===== config.mk =====
export PLATFORM = sky130hd
export DESIGN_NAME = ram_copy_engine
export DESIGN_NICKNAME = d
export VERILOG_FILES = /design/src/rtl/ram_copy_pkg.sv /design/src/rtl/ram_copy_engine.sv
export SDC_FILE = /design/constraint.sdc
export NUM_CORES = 1
export LEC_CHECK = 0
export CAP_MARGIN = 10
export CORE_MARGIN = 2
export CORE_UTILIZATION = 43
export CTS_BUF_LIST = sky130_fd_sc_hd__clkbuf_8
export CTS_CLUSTER_DIAMETER = 150
export CTS_CLUSTER_SIZE = 10
export DETAILED_ROUTE_END_ITERATION = 6
export PLACE_DENSITY_LB_ADDON = 0.3
export SYNTH_ARGS = -nofsm -noshare
export SYNTH_HDL_FRONTEND = slang
export SYNTH_SLANG_ARGS = --single-unit
export TNS_END_PERCENT = 30

===== constraint.sdc =====
create_clock -name clk_i -period 2.8 [get_ports clk_i]
set_input_delay 0.28 -clock clk_i [delete_from_list [all_inputs] [get_ports clk_i]]
set_output_delay 0.28 -clock clk_i [all_outputs]
set_load 0.005 [all_outputs]

===== src/rtl/ram_copy_pkg.sv =====
// rtl/ram_copy_pkg.sv - shared types and word-geometry constants for ram_copy_engine
//
// Purpose: FSM state and command-mode encodings, plus helpers that derive
// the bytes-per-word and the number of byte-address bits below a word
// boundary from a data width.
// Ports: none (package).

package ram_copy_pkg;

  typedef enum logic [1:0] {
    IDLE = 2'd0,
    RD   = 2'd1,
    WR   = 2'd2,
    DONE = 2'd3
  } state_t;

  typedef enum logic {
    MODE_COPY = 1'b0,
    MODE_FILL = 1'b1
  } mode_t;

  localparam int DEFAULT_DATA_WIDTH = 32;
  localparam int BYTES_PER_WORD     = DEFAULT_DATA_WIDTH / 8;
  localparam int WORD_LSB_BITS      = $clog2(BYTES_PER_WORD);

  function automatic int bytes_per_word(input int data_width);
    return data_width / 8;
  endfunction

  function automatic int word_lsb_bits(input int data_width);
    return $clog2(data_width / 8);
  endfunction

endpackage


===== src/rtl/ram_copy_engine.sv =====
// rtl/ram_copy_engine.sv - word-granular RAM fill/copy engine on a spare RAM port
//
// Purpose: on a start strobe, fills a destination window with a pattern or
// copies a source window to a destination window, one word at a time, over
// a byte-addressed RAM port with a one-cycle registered read.
// Ports:
//   clk_i, rst_i            clock, asynchronous active-high reset
//   start_i, mode_i         command strobe (IDLE only), 0 = copy / 1 = fill
//   src_addr_i, dst_addr_i  word-aligned byte addresses
//   len_i, fill_data_i      word count, fill pattern
//   busy_o, done_o, err_o   status; done_o/err_o are one-cycle pulses
//   words_done_o            words written for the current/last command
//   ram_*                   RAM initiator port (en/addr/wdata/we/be, rdata)

module ram_copy_engine
  import ram_copy_pkg::*;
#(
  parameter int ADDR_WIDTH = 18,
  parameter int DATA_WIDTH = 32,
  parameter int LEN_WIDTH  = 16
) (
  input  logic                    clk_i,
  input  logic                    rst_i,
  input  logic                    start_i,
  input  logic                    mode_i,
  input  logic [ADDR_WIDTH-1:0]   src_addr_i,
  input  logic [ADDR_WIDTH-1:0]   dst_addr_i,
  input  logic [LEN_WIDTH-1:0]    len_i,
  input  logic [DATA_WIDTH-1:0]   fill_data_i,
  output logic                    busy_o,
  output logic                    done_o,
  output logic                    err_o,
  output logic [LEN_WIDTH-1:0]    words_done_o,
  output logic                    ram_en_o,
  output logic [ADDR_WIDTH-1:0]   ram_addr_o,
  output logic [DATA_WIDTH-1:0]   ram_wdata_o,
  output logic                    ram_we_o,
  output logic [DATA_WIDTH/8-1:0] ram_be_o,
  input  logic [DATA_WIDTH-1:0]   ram_rdata_i
);

  localparam int BPW = bytes_per_word(DATA_WIDTH);

  // A mask rather than a slice keeps the alignment test legal even when a
  // word is a single byte (no low address bits to check).
  localparam logic [ADDR_WIDTH-1:0] ALIGN_MASK = ADDR_WIDTH'(BPW - 1);
  localparam logic [ADDR_WIDTH-1:0] ADDR_STEP  = ADDR_WIDTH'(BPW);

  state_t                  r_state;
  state_t                  w_next_state;
  mode_t                   r_mode;
  logic [ADDR_WIDTH-1:0]   r_src;
  logic [ADDR_WIDTH-1:0]   r_dst;
  logic [LEN_WIDTH-1:0]    r_len;
  logic [DATA_WIDTH-1:0]   r_fill;
  logic                    r_err;
  logic [LEN_WIDTH-1:0]    r_words;

  logic                    w_src_misaligned;
  logic                    w_dst_misaligned;
  logic                    w_cmd_misaligned;
  logic                    w_len_zero;
  logic                    w_accept;
  logic                    w_last;

  assign w_src_misaligned = |(src_addr_i & ALIGN_MASK);
  assign w_dst_misaligned = |(dst_addr_i & ALIGN_MASK);
  // Fill never reads, so only the destination has to be aligned.
  assign w_cmd_misaligned = mode_i ? w_dst_misaligned
                                   : (w_src_misaligned | w_dst_misaligned);
  assign w_len_zero       = (len_i == '0);
  assign w_accept         = (r_state == IDLE) && start_i;
  assign w_last           = ((r_words + LEN_WIDTH'(1)) == r_len);
  assign words_done_o     = r_words;

  always_ff @(posedge clk_i or posedge rst_i) begin
    if (rst_i) begin
      r_state <= IDLE;
    end else begin
      r_state <= w_next_state;
    end
  end

  always_ff @(posedge clk_i or posedge rst_i) begin
    if (rst_i) begin
      r_mode  <= MODE_COPY;
      r_src   <= '0;
      r_dst   <= '0;
      r_len   <= '0;
      r_fill  <= '0;
      r_err   <= 1'b0;
      r_words <= '0;
    end else if (w_accept) begin
      r_mode  <= mode_t'(mode_i);
      r_src   <= src_addr_i;
      r_dst   <= dst_addr_i;
      r_len   <= len_i;
      r_fill  <= fill_data_i;
      // An empty command is not an error even if its addresses are odd.
      r_err   <= !w_len_zero && w_cmd_misaligned;
      r_words <= '0;
    end else if (r_state == WR) begin
      // Address wrap at the top of the RAM is intentional.
      r_words <= r_words + LEN_WIDTH'(1);
      r_src   <= r_src + ADDR_STEP;
      r_dst   <= r_dst + ADDR_STEP;
    end
  end

  always_comb begin
    w_next_state = r_state;
    busy_o       = 1'b1;
    done_o       = 1'b0;
    err_o        = 1'b0;
    ram_en_o     = 1'b0;
    ram_we_o     = 1'b0;
    ram_be_o     = '0;
    ram_addr_o   = '0;
    ram_wdata_o  = '0;

    case (r_state)
      IDLE: begin
        busy_o = 1'b0;
        if (start_i) begin
          if (w_len_zero || w_cmd_misaligned) begin
            w_next_state = DONE;
          end else if (mode_i) begin
            w_next_state = WR;
          end else begin
            w_next_state = RD;
          end
        end
      end

      RD: begin
        ram_en_o     = 1'b1;
        ram_addr_o   = r_src;
        w_next_state = WR;
      end

      WR: begin
        ram_en_o   = 1'b1;
        ram_we_o   = 1'b1;
        ram_be_o   = '1;
        ram_addr_o = r_dst;
        // Copy data is the word read in the preceding RD cycle.
        ram_wdata_o = (r_mode == MODE_FILL) ? r_fill : ram_rdata_i;
        if (w_last) begin
          w_next_state = DONE;
        end else if (r_mode == MODE_FILL) begin
          w_next_state = WR;
        end else begin
          w_next_state = RD;
        end
      end

      DONE: begin
        done_o       = 1'b1;
        err_o        = r_err;
        w_next_state = IDLE;
      end

      default: begin
        w_next_state = IDLE;
      end
    endcase
  end

endmodule

==> results_dict.tcl <==
set metrics [dict create \
    cts_tree "built" \
    first_pass_iters 7 \
    yosys_warnings 0 \
    fillCellCount 1259 \
    reg2reg_depth 7 \
    final.min_clock_period_ns 2.62 \
    vdd_drop_max_mv 0.368 \
    required_ns 2.52 \
    dp.cells 1056 \
    leakagePower_uw 0.00342 \
    cts_buffer_depth 2 \
    drtIter0Drc 267 \
    ant_nets 0 \
    postPlaceCellArea_mm2 0.00809 \
    worstPathArrival_ns 2.34 \
    register_area_mm2 0.00260 \
    grt_pass1_wl_um 26000 \
    clock.fmax_mhz 382 \
    clock_latency_ns 0.38 \
    io_pins 195 \
    crit_chain "inv_1 -> ha_2 -> buf_4 -> nand2_1 -> a21boi_0 -> clkdlybuf4s50_1" \
    dp_hpwl_um 11600 \
    synthMuxAreaShare_pct 5.82 \
    root_buffer "clkbuf_8" \
    worstPathMaxFanout 35 \
    top_usage_layer "met2" \
    met1_usage_pct 30.5 \
    cts_sinks 104 \
    grt_pass1_vias 5103 \
    hold_viol 0 \
    vias 5416 \
    grt_usage_pct 22.1 \
    start_kind "flip-flop" \
    n_antenna_cell 0 \
    slew_viol_final 0 \
    multi_input_area_mm2 0.00316 \
    rr_startpoint "words_done_o[0]$_DFFE_PP0N_" \
    slowest_delay_ns 0.53 \
    post_drt_wl_per_cell_um 15.0 \
    grt_max_degree 71 \
    die_h_um 122 \
    crit_type "reg -> out" \
    ys_async_sr_fraction_pct 100 \
    cpMaxStageDelayCell "clkdlybuf4s50_1" \
    htreeDepth 3 \
    synth_flop_cell "dfrtp_1" \
    netlist_instances 718 \
    final-instance-count-excl-fill 1072 \
    setup_viol 0 \
    post-cts-setup-buffers 0 \
    numCtsBuffers 9 \
    vias_per_cell 5.05 \
    finalInstanceArea_mm2 0.00827 \
    grt_overflow 0 \
    fp-row-count 43 \
    skew_ns 0.0103 \
    synthAdderAreaFrac_pct 1.66 \
    powerDensity_mw_per_mm2 888 \
    synth_top_family_by_area "simple AND/OR/NAND/NOR gates" \
    cpLargestDelayFamily "buffers and inverters" \
    dieArea_mm2 0.0150 \
    synth_fp_nets 846 \
    synth_xor_area_share_pct 9.90 \
    fp.dieW_um 122 \
    synth_compound_area_share_pct 7.38 \
    area_growth_pct 37.5 \
    critPathBufInv 3 \
    rrSetupSlack_ns 0.65 \
    synth_cell_type_count 47 \
    slew_headroom_pct 62.2 \
    finalWirelength_um 16100 \
    gr-usage-met2_pct 34.9 \
    worstMarginPinSlew_ns 0.565 \
    grt_util_met3_pct 4.65 \
    ys_ff_latch 104 \
    final.setup.tns_ns 0 \
    r2r_end "r_state[1]$_DFFE_PP0P_" \
    numPortBuffers 194 \
    gp_congestion 0.838 \
    avgSynthCellArea_um2 8.38 \
    period_share_pct 93.6 \
    synth_enable_flop_cells 0 \
    ys_seq_area_share_pct 43.3 \
    rsz0062_at_grt "false" \
    clk_pin_slew_ns 0.09 \
    fin_nets 1015 \
    core_area_mm2 0.0138 \
    path_depth 6 \
    drc 0 \
    drive_gt1_share_pct 4.48 \
    syn_area_mm2 0.00602 \
    cts_resized 0 \
    antenna_found_initial 0 \
    status "completed" \
    hold_path.class "in -> async" \
    synth_simple_gate_area_share_pct 27.6 \
    hold_buffers 0 \
    initial_core_util_pct 43.7 \
    crit_path_end_kind "output port" \
    maxCapViolations 0 \
]
synth_stat cells, types with 9 or more instances:
cell type    n  area share [%]
a22oi_1     15             1.9
clkbuf_1    24             1.5
dfrtp_1    104              43
inv_1        9            0.56
mux2i_1     35             5.8
nand2_1    217              14
nand3_1     16             1.3
nand4_1     20             2.1
nor2_1      66             4.1
nor2b_1     16             1.7
nor3_1      10            0.83
o21ai_0     38             3.2
xnor2_1     43             6.3
xor2_1      25             3.6
metrics by stage:
stage | power [µW] | utilization (%) | hold slack [ns] | setup WS [ns]
floorplan | 4940 | - | 0.385 | 0.882
global placement | 6440 | 58.8 | 0.461 | 0.637
detailed placement | 6510 | 58.8 | 0.462 | 0.604
CTS | 7410 | 60.0 | 0.359 | 0.175
global route | 7960 | 60.0 | 0.372 | 0.000785
finish | 7340 | 60.0 | 0.341 | 0.180
report_power, final:
part	leakage (µW)	internal, µW	switching (µW)
Sequential	0.00131	2140	660
Clock	0.0000954	363	511
Combinational	0.00202	1950	1730
Total	0.00342	4450	2900
sequential cells by signal (all words and copies together), names as in the netlist:
register      cells
r_len            16
r_mode            1
r_fill           32
r_src            18
r_err             1
r_state           2
words_done_o     16
r_dst            18
final cells by class:
| class | instances | area share (%) |
|---|---|---|
| timing repair buffer | 204 | 25.0 |
| tap | 180 | 2.72 |
| inverter | 10 | 0.499 |
| clock inverter | 5 | 0.318 |
| sequential | 104 | 31.5 |
| clock buffer | 11 | 1.83 |
| multi-input combinational | 558 | 38.2 |
placed cells by master (no fill, tap or decap), types with 3 or more instances in the layout:
cell / synthesis / layout
o21ai_0: 38 / 38
buf_12: 0 / 4
nand4_1: 20 / 20
mux2i_1: 35 / 35
dfrtp_1: 104 / 103
nor2b_1: 16 / 16
nor3_1: 10 / 10
a22oi_1: 15 / 15
a21oi_1: 4 / 4
clkbuf_8: 1 / 11
and2_1: 5 / 4
nor2_1: 66 / 66
xnor2_1: 43 / 43
xor2_1: 25 / 25
nand3_1: 16 / 16
nand2_1: 217 / 216
buf_4: 4 / 6
nor4_1: 6 / 6
a21boi_0: 3 / 3
clkinvlp_4: 0 / 3
clkdlybuf4s50_1: 0 / 194
ha_1: 8 / 7
inv_1: 9 / 11
or3_1: 4 / 4
metal layers:
metal | wire [µm] | share of wire, %
met5 | 0 | 0
met4 | 238 | 1.5
met3 | 1180 | 7.4
met2 | 7510 | 47
met1 | 7160 | 44
worst max-delay path by stage:
stage | start | to | slack, ns
finish | r_state[0]$_DFFE_PP0P_ | ram_addr_o[13] | 0.18
global route | r_state[0]$_DFFE_PP0P_ | ram_addr_o[13] | 0.0008
CTS | r_state[0]$_DFFE_PP0P_ | ram_addr_o[13] | 0.18
detailed placement | r_state[0]$_DFFE_PP0P_ | ram_addr_o[13] | 0.60
global placement | r_state[0]$_DFFE_PP0P_ | ram_addr_o[17] | 0.64
floorplan | r_state[0]$_DFFE_PP0P_ | ram_addr_o[17] | 0.88
worst min-delay path, cell delays in order:
cell,delay (ns)
clkdlybuf4s50_1,0.44
clkinvlp_4,0.10
buf_12,0.31
logic make-up after synthesis:
kind of cell               count (synthesis)
adders and majority gates                  8
muxes                                     35
DFF                                      104
AOI/OAI and AO/OA                         72
and+or+nand+nor                          375
xor gates and xnor gates                  68
buffers and inverters                     56
No activity file was read; power rests on OpenSTA's default activity.
